<file path="config.mk">
export PLATFORM = sky130hd
export DESIGN_NAME = count_enable_debouncer_flat
export DESIGN_NICKNAME = d
export VERILOG_FILES = /design/src/rtl/count_enable_debouncer_if.sv /design/src/rtl/count_enable_debouncer.sv /design/src/flat_wrapper.sv
export SDC_FILE = /design/constraint.sdc
export NUM_CORES = 1
export LEC_CHECK = 0
export CAP_MARGIN = 30
export CORE_MARGIN = 5
export CORE_UTILIZATION = 32
export CTS_CLUSTER_DIAMETER = 200
export DETAILED_ROUTE_END_ITERATION = 10
export PLACE_DENSITY = 0.54
export SLEW_MARGIN = 20
export SYNTH_ARGS = -nofsm -noshare
export SYNTH_HDL_FRONTEND = slang
export SYNTH_SLANG_ARGS = --single-unit
</file>
<file path="constraint.sdc">
create_clock -name clk -period 2 [get_ports clk]
set_input_delay 0.4 -clock clk [delete_from_list [all_inputs] [get_ports clk]]
set_output_delay 0.4 -clock clk [all_outputs]
set_load 0.1 [all_outputs]
</file>
<file path="src/rtl/count_enable_debouncer_if.sv">
// count_enable_debouncer_if: raw button line in, debounced tick/level/release out
interface count_enable_debouncer_if;
  logic btn_in;
  logic tick_out;
  logic btn_level;
  logic release_out;
  modport master (output btn_in, input tick_out, btn_level, release_out);
  modport slave (input btn_in, output tick_out, btn_level, release_out);
endinterface

</file>
<file path="src/rtl/count_enable_debouncer.sv">
// count_enable_debouncer: debounces a raw button into a one-cycle count-enable tick; DEBOUNCE_AUTOREPEAT_EN adds hold-to-repeat ticks
module count_enable_debouncer #(
  parameter int DEBOUNCE_CYCLES = 4,
  parameter int CNT_W           = 16,
  parameter int REPEAT_DELAY    = 50000,
  parameter int REPEAT_RATE     = 10000
) (
  input logic clk,
  input logic rst,
  count_enable_debouncer_if.slave bus
);
  typedef enum logic [1:0] {IDLE, PRESS_WAIT, PRESSED, RELEASE_WAIT} state_t;
  state_t r_state, w_next;
  logic r_s1, r_s2;
  logic [CNT_W-1:0] r_timer, w_timer, w_hold_timer;
  logic r_tick, r_level, r_release;
  logic w_tick, w_level, w_release, w_fire, w_deb_done;
  if (DEBOUNCE_CYCLES < 2 || REPEAT_DELAY < 1 || REPEAT_RATE < 1) begin : g_param_check
    $error("count_enable_debouncer: invalid timing parameters");
  end
  assign w_deb_done = r_timer == CNT_W'(DEBOUNCE_CYCLES - 1);
  // two-flop synchronizer; the FSM only ever looks at r_s2
  always_ff @(posedge clk) begin
    if (!rst) begin
      r_s1 <= 1'b0;
      r_s2 <= 1'b0;
    end else begin
      r_s1 <= bus.btn_in;
      r_s2 <= r_s1;
    end
  end
  // state, timer and registered outputs
  always_ff @(posedge clk) begin
    if (!rst) begin
      r_state   <= IDLE;
      r_timer   <= '0;
      r_tick    <= 1'b0;
      r_level   <= 1'b0;
      r_release <= 1'b0;
    end else begin
      r_state   <= w_next;
      r_timer   <= w_timer;
      r_tick    <= w_tick;
      r_level   <= w_level;
      r_release <= w_release;
    end
  end
  // next state: a wait state falls back on any disagreeing sample
  always_comb begin
    w_next = r_state;
    case (r_state)
      IDLE:         w_next = r_s2 ? PRESS_WAIT : IDLE;
      PRESS_WAIT:   w_next = !r_s2 ? IDLE : w_deb_done ? PRESSED : PRESS_WAIT;
      PRESSED:      w_next = r_s2 ? PRESSED : RELEASE_WAIT;
      RELEASE_WAIT: w_next = r_s2 ? PRESSED : w_deb_done ? IDLE : RELEASE_WAIT;
      default:      w_next = IDLE;
    endcase
  end
`ifdef DEBOUNCE_AUTOREPEAT_EN
  logic r_phase, w_phase;
  // repeat phase: 0 waits REPEAT_DELAY after entering PRESSED, 1 repeats every REPEAT_RATE
  always_ff @(posedge clk) begin
    if (!rst) r_phase <= 1'b0;
    else      r_phase <= w_phase;
  end
  // repeat tick fires while staying in PRESSED; the timer doubles as the repeat counter there
  always_comb begin
    w_fire       = r_state == PRESSED && w_next == PRESSED &&
                   r_timer == (r_phase ? CNT_W'(REPEAT_RATE - 1) : CNT_W'(REPEAT_DELAY - 1));
    w_phase      = r_state == PRESSED && w_next == PRESSED && (r_phase || w_fire);
    w_hold_timer = w_fire ? '0 : r_timer + CNT_W'(1);
  end
`else
  assign w_fire       = 1'b0;
  assign w_hold_timer = '0;
`endif
  // outputs and timer: timer clears on every state change and only counts in wait/hold states
  always_comb begin
    w_tick    = (r_state == PRESS_WAIT && w_next == PRESSED) || w_fire;
    w_release = r_state == RELEASE_WAIT && w_next == IDLE;
    w_level   = w_next == PRESSED || w_next == RELEASE_WAIT;
    w_timer   = (w_next != r_state) ? '0 :
                (r_state == PRESS_WAIT || r_state == RELEASE_WAIT) ? r_timer + CNT_W'(1) :
                (r_state == PRESSED) ? w_hold_timer : '0;
  end
  assign bus.tick_out    = r_tick;
  assign bus.btn_level   = r_level;
  assign bus.release_out = r_release;
endmodule

</file>
<file path="src/flat_wrapper.sv">
// flat-port wrapper written by rule: the top's interface ports become plain ports
module count_enable_debouncer_flat 
#(
  parameter int DEBOUNCE_CYCLES = 4,
  parameter int CNT_W           = 16,
  parameter int REPEAT_DELAY    = 50000,
  parameter int REPEAT_RATE     = 10000
)
  (clk, rst, bus_btn_in, bus_tick_out, bus_btn_level, bus_release_out);
  count_enable_debouncer_if bus_i ();
  input logic clk;
  input logic rst;
  input wire logic [$bits(bus_i.btn_in)-1:0] bus_btn_in;
  output wire logic [$bits(bus_i.tick_out)-1:0] bus_tick_out;
  output wire logic [$bits(bus_i.btn_level)-1:0] bus_btn_level;
  output wire logic [$bits(bus_i.release_out)-1:0] bus_release_out;
  assign bus_i.btn_in = bus_btn_in;
  assign bus_tick_out = bus_i.tick_out;
  assign bus_btn_level = bus_i.btn_level;
  assign bus_release_out = bus_i.release_out;
  count_enable_debouncer #(.DEBOUNCE_CYCLES(DEBOUNCE_CYCLES), .CNT_W(CNT_W), .REPEAT_DELAY(REPEAT_DELAY), .REPEAT_RATE(REPEAT_RATE)) u_core (.clk(clk), .rst(rst), .bus(bus_i));
endmodule
</file>
After elaboration in Yosys (flattened, before gate mapping):

Index checks and enable logic that the tools add are counted.

* word-level logic and storage cells: 31
* input bits: 3
* bits in registers: 23

* bitwise gates (word level): 2
* equality and inequality tests: 7
* multiplexer cells: 7
* reduce and logical (&&, ||, !) cells: 7
* $add $sub $neg: 1

Operators by type and width (number)
* 16-bit by 1-bit adder with 16-bit output (second input constant): 1
* 16-bit by 2-bit == test with 1-bit output (second input constant): 1
* 2-bit == test (second input constant): 4
* 2-bit two-way mux: 4
* 2-bit case mux with 4 select lines: 1
* 2-bit zero test: 2
* 3-bit OR reduction: 1
* 2-bit by 1-bit == test with 1-bit output (second input constant): 1
* 1-bit logical AND: 2
* 1-bit logical OR: 2
* 1-bit two-way mux: 2
* 2-bit != test: 1
* 1-bit NOT: 2

Depth between registers and ports, before layout:

Gate-level depths: netlist (run 1).

* depth after elaboration: 6
* depth in mapped cells: 7
* gate-level depth less buffers: 5

Worst setup path before layout (run 1):

Ideal clock, no wire load.

* kind: register to register
* start: reg u_core.r_timer[0]
* end: reg u_core.r_timer[13]
* cell stages (with the launch flop): 8
* required time: 1.936 ns
* setup time: 0.064 ns
* buffers on the path: 2
* slack: 0.353 ns
* data arrival time: 1.583 ns
* path through: dfxtp_1 > ha_1 > nor4b_1 > and4_4 > or3b_1 > buf_6 > buf_8 > nor2_1

* word-level cells in the longest chain between the ends: 6
* elaborated cells between the ends (all ways): 9

RTL lines
* start, declared: RTL line count_enable_debouncer.sv:15 `logic [CNT_W-1:0] r_timer, w_timer, w_hold_timer;`
* start signal, assigned: RTL line count_enable_debouncer.sv:42 `r_timer <= w_timer;`
* 16-bit by 2-bit == test with 1-bit output: RTL line count_enable_debouncer.sv:21 `assign w_deb_done = r_timer == CNT_W'(DEBOUNCE_CYCLES - 1);`
* 2-bit two-way mux, on equally long branches (2 in series): RTL line count_enable_debouncer.sv:55, count_enable_debouncer.sv:53
* 2-bit case mux with 4 select lines: RTL line count_enable_debouncer.sv:51 `case (r_state)`
* 2-bit != test: RTL line count_enable_debouncer.sv:82 `w_timer = (w_next != r_state) ? '0 :`
* 3-bit OR reduction (no line)

Several ways; a longest one is shown, not always the timed one.
A chain may end at the register's enable or synchronous reset.

Worst setup path in the final report (run 1):

* start: reg u_core.r_timer[0]
* end: reg u_core.r_timer[15]

Same word-level chain as after synthesis.

==> results.yml, run 1 <==
grt:
  grt_max_degree: 16
  grt.busiest_layer: "met2"
  antenna_found_initial: 0
  grt_usage_pct: 9.94
  grt_use_met3_pct: 4.16
  use_met2_pct: 14.9
  grt_pass1_vias: 724
  grt_util_met1_pct: 13.4
  grt_pass1_wl_mm: 3.30
  overflow: 0
die:
  ios: 6
  start_util_pct: 32.4
  dieArea_um2: 4210
  dieHeight_um: 64.9
  rows: 20
  die_x_um: 64.9
  fp.coreArea_um2: 2980
logic_synthesis:
  ys_seq_area_share_pct: 47.8
  yosys.area.top_type: "dfxtp_1"
  yosys_register_bits: 23
  async_reset_ff_share_pct: 0
  synth_fp_nets: 109
  ys.flop_type: "dfxtp_1"
  synthDistinctLibCells: 27
  synth_top_area_share_pct: 47.8
  synth_edf_count: 0
  synth_warnings: 0
  syn_area_per_cell_um2: 9.18
  synthCells: 105
  mappedNetlistArea_um2: 963
  ys_top_cells_by_area: "dfxtp_1 (48%), xnor2_1 (8.2%), nor2_1 (6.2%)"
pwr:
  leakage_nw: 0.326
  power_density_nw_per_um2: 651
  irDropWorstVdd_uv: 489
clocking:
  clk_pin_slew_ns: 0.13
  post-cts-setup-buffer-count: 0
  cts_buffers: 3
  cts_tree: "yes"
  cts_sinks: 23
  cts-root-buf: "clkbuf_4"
  insertion_delay_ns: 0.31
  cts.path.max_buffers: 2
  cts_resized: 0
  hold_buffers: 0
  cts_htree_levels: 1
drt:
  drc_errors: 0
  drtIter0Drc: 51
  via_count: 721
  detail_route.first_pass.iterations: 4
  ant_nets: 0
  avgRoutedWirePerCell_um: 12.1
  avgViaCountPerCell: 5.01
  wirelength_mm: 1.74
timing:
  fin_skew_ns: 0.00153
  fin_crit_ns: 1.75
  max_slew_margin_pct: 77.8
  final-setup-viol-count: 0
  clock.fmax_ghz: 0.571
  fin_tns_setup_ns: 0
  finalMaxSlewViolations: 0
  tightest_slew_ns: 0.330
  min_period_over_period_pct: 87.5
  hold_viol_final: 0
  rsz0062_at_grt: "false"
placement:
  hpwl_mm: 1.29
  port_buffers: 5
  dp_cells: 140
  routabilityCongestion: 0.766
worst_setup_path:
  path_class: "reg2reg"
  path_delay_family: "simple AND/OR/NAND/NOR gates"
  end_kind: "flip-flop"
  path_max_fanout: 15
  cpMaxStageDelayCell: "or3b_1"
  required_ns: 2.25
  max_stage_delay_ns: 0.42
  path_cells: "ha_1 -> nor4b_1 -> and4_4 -> or3b_1 -> buf_12 -> a21oi_1"
  path_buf_inv: 1
  cp-start-kind: "flip-flop"
  cp_data_arrival_time_ns: 2.00
final_layout:
  fin_nets: 116
  drive_gt1_share_pct: 8.11
  area_delta_synth_final_pct: 9.87
  final-instance-count-excl-fill: 144
  diodes: 0
  fin_util_pct: 35.5
  fillCellCount: 300
run_status:
  outcome: "completed"
hold_path:
  worst_hold_path_type: "reg2reg"
run:
  drv_cap: 0
final timing paths:
path / end / slack (ns) / cells after the start / start
worst max-delay path: u_core.r_timer[15]$_SDFF_PP0_ / 0.25 / 6 / u_core.r_timer[0]$_SDFF_PP0_
worst min-delay path: u_core.r_s2$_SDFF_PN0_ / 0.45 / 1 / u_core.r_s1$_SDFF_PN0_
worst max register to register: u_core.r_timer[15]$_SDFF_PP0_ / 0.25 / 6 / u_core.r_timer[0]$_SDFF_PP0_
worst min register to register: u_core.r_s2$_SDFF_PN0_ / 0.45 / 1 / u_core.r_s1$_SDFF_PN0_
cell usage in the layout (no fill, tap or decap), types with 3 or more instances in the layout:
cell type  synthesis  final
buf_4              0      3
clkbuf_4           0      3
dfxtp_1           23     23
nand2_1            8      8
nand3_1            6      6
nand4_1            5      5
nor2_1            16     16
nor3_1             4      4
nor4_1             4      4
xnor2_1            9      9
xor2_1             4      4
logic make-up (layout without fill, tap and decap cells):
kind of cell / after synthesis / count (layout) / share of synthesized area [%]
AO/OA/AOI/OAI: 3 / 3 / 1.56
XOR/XNOR: 13 / 13 / 11.8
adder cells (fa/ha/maj): 1 / 1 / 1.30
buffers and inverters: 6 / 12 / 4.54
flip-flops: 23 / 23 / 47.8
multiplexers: 1 / 1 / 1.04
AND/OR/NAND/NOR: 58 / 58 / 31.9
sequential cells by signal, summed over array words and instances (netlist names):
name	cells
u_core.r_state	2
u_core.r_s2	1
u_core.r_timer	16
u_core.bus.btn_level	1
u_core.r_s1	1
u_core.bus.tick_out	1
u_core.bus.release_out	1
metrics by stage:
step           hold WS [ns]  power [W]  instance area [µm²]  worst slack [ns]
6_report              0.449   0.000689                 1060             0.249
5_1_grt               0.465   0.000728                 1060             0.115
4_1_cts               0.457   0.000697                 1060             0.230
3_5_place_dp          0.431   0.000481                 1030             0.205
3_3_place_gp          0.426   0.000481                 1030             0.265
2_1_floorplan         0.412   0.000476                  963             0.353
worst reg2reg max path: stages, from the launching register on:
cell and delay, ns:
dfxtp_1 0.37, ha_1 0.26, nor4b_1 0.16, and4_4 0.19, or3b_1 0.42, buf_12 0.17
a21oi_1 0.12
layout make-up:
class / count / area [µm²] / share of cell area [%]
clock inverters: 1 / 5.00 / 0.473
inverters: 2 / 7.51 / 0.709
well taps: 33 / 41.3 / 3.90
clock buffers: 3 / 22.5 / 2.13
multi-input cells: 76 / 459 / 43.4
flip-flops and latches: 23 / 460 / 43.5
repair buffers: 6 / 62.6 / 5.91
power breakdown:
part / internal [W] / total [W] / switching (W)
Sequential: 0.000461 / 0.000462 / 0.00000143
Clock: 0.0000748 / 0.000218 / 0.000143
Combinational: 0.00000624 / 0.00000908 / 0.00000284
Total: 0.000542 / 0.000689 / 0.000147
cells in the mapped netlist, drive strengths merged (3+ instances only):
cell type,n
xnor2,9
nand4,5
nor3,4
nand2,8
buf,3
xor2,4
dfxtp,23
nand3,6
nor2,16
nor4,4
routing by layer:
layer / vias to the layer above / part of all wire (%)
met1: 332 / 51
met4: 0 / 0.52
met5: - / 0
met3: 2 / 4.1
met2: 13 / 44
li1: 374 / -
Power figures use the tool's default switching activity.
==> run 2, diff against run 1 <==
--- a/config.mk
+++ b/config.mk
@@ -7,10 +7,10 @@
 export LEC_CHECK = 0
 export CAP_MARGIN = 30
 export CORE_MARGIN = 5
-export CORE_UTILIZATION = 32
+export CORE_UTILIZATION = 25
 export CTS_CLUSTER_DIAMETER = 200
 export DETAILED_ROUTE_END_ITERATION = 10
-export PLACE_DENSITY = 0.54
+export PLACE_DENSITY = 0.46
 export SLEW_MARGIN = 20
 export SYNTH_ARGS = -nofsm -noshare
 export SYNTH_HDL_FRONTEND = slang
==> run 2 against run 1 <==
Effect of this change: critical path depth did not move; worst setup slack better by 0.046 ns; register-to-register slack better by 0.05 ns; flip-flop and latch count did not move; cell count up 13%; core utilization decreased by 5.5 points; clock-buffer cell count stayed put; design area increased by 4.7%; power up 10%; critical path type unchanged; largest power group unchanged.
==> results.yml, run 2 (synthesis gave the netlist of run 1 again) <==
hold_path:
  min_to: "u_core.r_s2$_SDFF_PN0_"
  min_from: "u_core.r_s1$_SDFF_PN0_"
  hold_depth: 1
  worst_hold_path_type: "reg2reg"
clocking:
  cts_sinks: 23
  post-cts-setup-buffer-count: 0
  cts-root-buf: "clkbuf_8"
  cts_buffers: 3
  cts.path.max_buffers: 2
  cts_htree_levels: 1
  insertion_delay_ns: 0.26
  clk_pin_slew_ns: 0.08
  hold_buffers: 0
  cts_tree: "yes"
  cts_resized: 0
timing:
  tightest_slew_ns: 0.332
  max_slew_margin_pct: 77.6
  clock.fmax_ghz: 0.587
  fin_crit_ns: 1.70
  fin_skew_ns: 0.00638
  min_period_over_period_pct: 85.2
  hold_viol_final: 0
  fin_ws_ns: 0.295
  rsz0062_at_grt: "false"
  fin_tns_setup_ns: 0
  final-setup-viol-count: 0
  finalMaxSlewViolations: 0
final_layout:
  drive_gt1_share_pct: 10.5
  area_delta_synth_final_pct: 15.1
  regMostFlops: "u_core.r_timer"
  diodes: 0
  reg.largest.list: "u_core.r_timer x16, u_core.r_state x2"
  final-instance-count-excl-fill: 162
  largest_reg_flops: 16
  mostFrequentLayoutCells: "dfxtp_1 (23), nor2_1 (16), xnor2_1 (9)"
  fin_nets: 119
  mostFrequentLayoutCell: "dfxtp_1"
drt:
  wirelength_mm: 1.74
  drtIter0Drc: 71
  ant_nets: 0
  avgRoutedWirePerCell_um: 10.8
  drc_errors: 0
  detail_route.first_pass.iterations: 5
  via_count: 740
  avgViaCountPerCell: 4.57
placement:
  routabilityCongestion: 0.786
  dp_cells: 158
  hpwl_mm: 1.24
  place_ws_ns: 0.226
  port_buffers: 5
worst_setup_path:
  r2r-end: "u_core.r_timer[12]$_SDFF_PP0_"
  path_class: "reg2reg"
  cp-start-kind: "flip-flop"
  rr_startpoint: "u_core.r_timer[0]$_SDFF_PP0_"
  ff2ff_path_depth: 6
  cpMaxStageDelayCell: "dfxtp_1"
  path_cells: "ha_1 -> nor4b_1 -> and4_4 -> or3b_1 -> buf_4 -> nor2_1"
  end_kind: "flip-flop"
  max_stage_delay_ns: 0.41
  cp_data_arrival_time_ns: 1.86
  rrSetupSlack_ns: 0.30
  path_max_fanout: 15
  required_ns: 2.15
grt:
  grt_util_met1_pct: 9.02
  antenna_found_initial: 0
  grt_usage_pct: 7.42
  grt_pass1_wl_mm: 3.00
  use_met2_pct: 11.0
  grt.busiest_layer: "met2"
  grt_use_met3_pct: 1.25
  overflow: 0
  grt_max_degree: 16
  grt_pass1_vias: 691
die:
  die_x_um: 72.1
  ios: 6
  fp.coreArea_um2: 3690
  rows: 22
  start_util_pct: 26.1
  dieHeight_um: 72.1
  dieArea_um2: 5200
pwr:
  power_density_nw_per_um2: 684
  leakage_nw: 0.340
  irDropWorstVdd_uv: 239
run:
  drv_cap: 0
run_status:
  outcome: "completed"
run 2: area by class of cell:
cell class                 count  area, µm²
sequential                    23        460
clock buffer                   3       41.3
timing repair buffer           9       72.6
inverter                       2       7.51
fill                         397       2580
clock inverter                 1       7.51
tap                           48       60.1
multi-input combinational     76        459
run 2: how the worst max path moves through the flow:
stage / startpoint / endpoint / slack (ns)
5_1_grt: u_core.r_timer[0]$_SDFF_PP0_ / u_core.r_timer[14]$_SDFF_PP0_ / 0.14
4_1_cts: u_core.r_timer[0]$_SDFF_PP0_ / u_core.r_timer[5]$_SDFF_PP0_ / 0.29
6_report: u_core.r_timer[0]$_SDFF_PP0_ / u_core.r_timer[12]$_SDFF_PP0_ / 0.30
2_1_floorplan: u_core.r_timer[0]$_SDFF_PP0_ / u_core.r_timer[13]$_SDFF_PP0_ / 0.35
3_3_place_gp: rst / u_core.r_timer[15]$_SDFF_PP0_ / 0.27
3_5_place_dp: rst / u_core.r_timer[5]$_SDFF_PP0_ / 0.23
run 2: worst max-delay path: cells and delay by family, from the launching register on:
kind / cells / cell delay [ns]
simple gates: 4 / 0.77
flops: 1 / 0.41
fa+ha+maj: 1 / 0.21
buf+inv: 1 / 0.19
run 2: metal layers:
layer | vias to the layer above | part of all wire [%]
met5 | - | 0
met4 | 0 | 4.0
met3 | 6 | 4.2
met2 | 22 | 43
met1 | 333 | 49
li1 | 379 | -
run 2: power breakdown:
part           internal [W]  switching, W
logic            0.00000608    0.00000296
registers          0.000460    0.00000143
clock network      0.000141      0.000147
run 2: metrics by stage:
stage               power, W  hold slack (ns)  utilization (%)  cell area [µm²]
detailed placement  0.000481            0.420             28.7             1060
finish              0.000758            0.437             30.1             1110
global placement    0.000481            0.417             28.7             1060
global route        0.000793            0.479             30.1             1110
CTS                 0.000773            0.441             30.1             1110
floorplan           0.000476            0.412                -              963
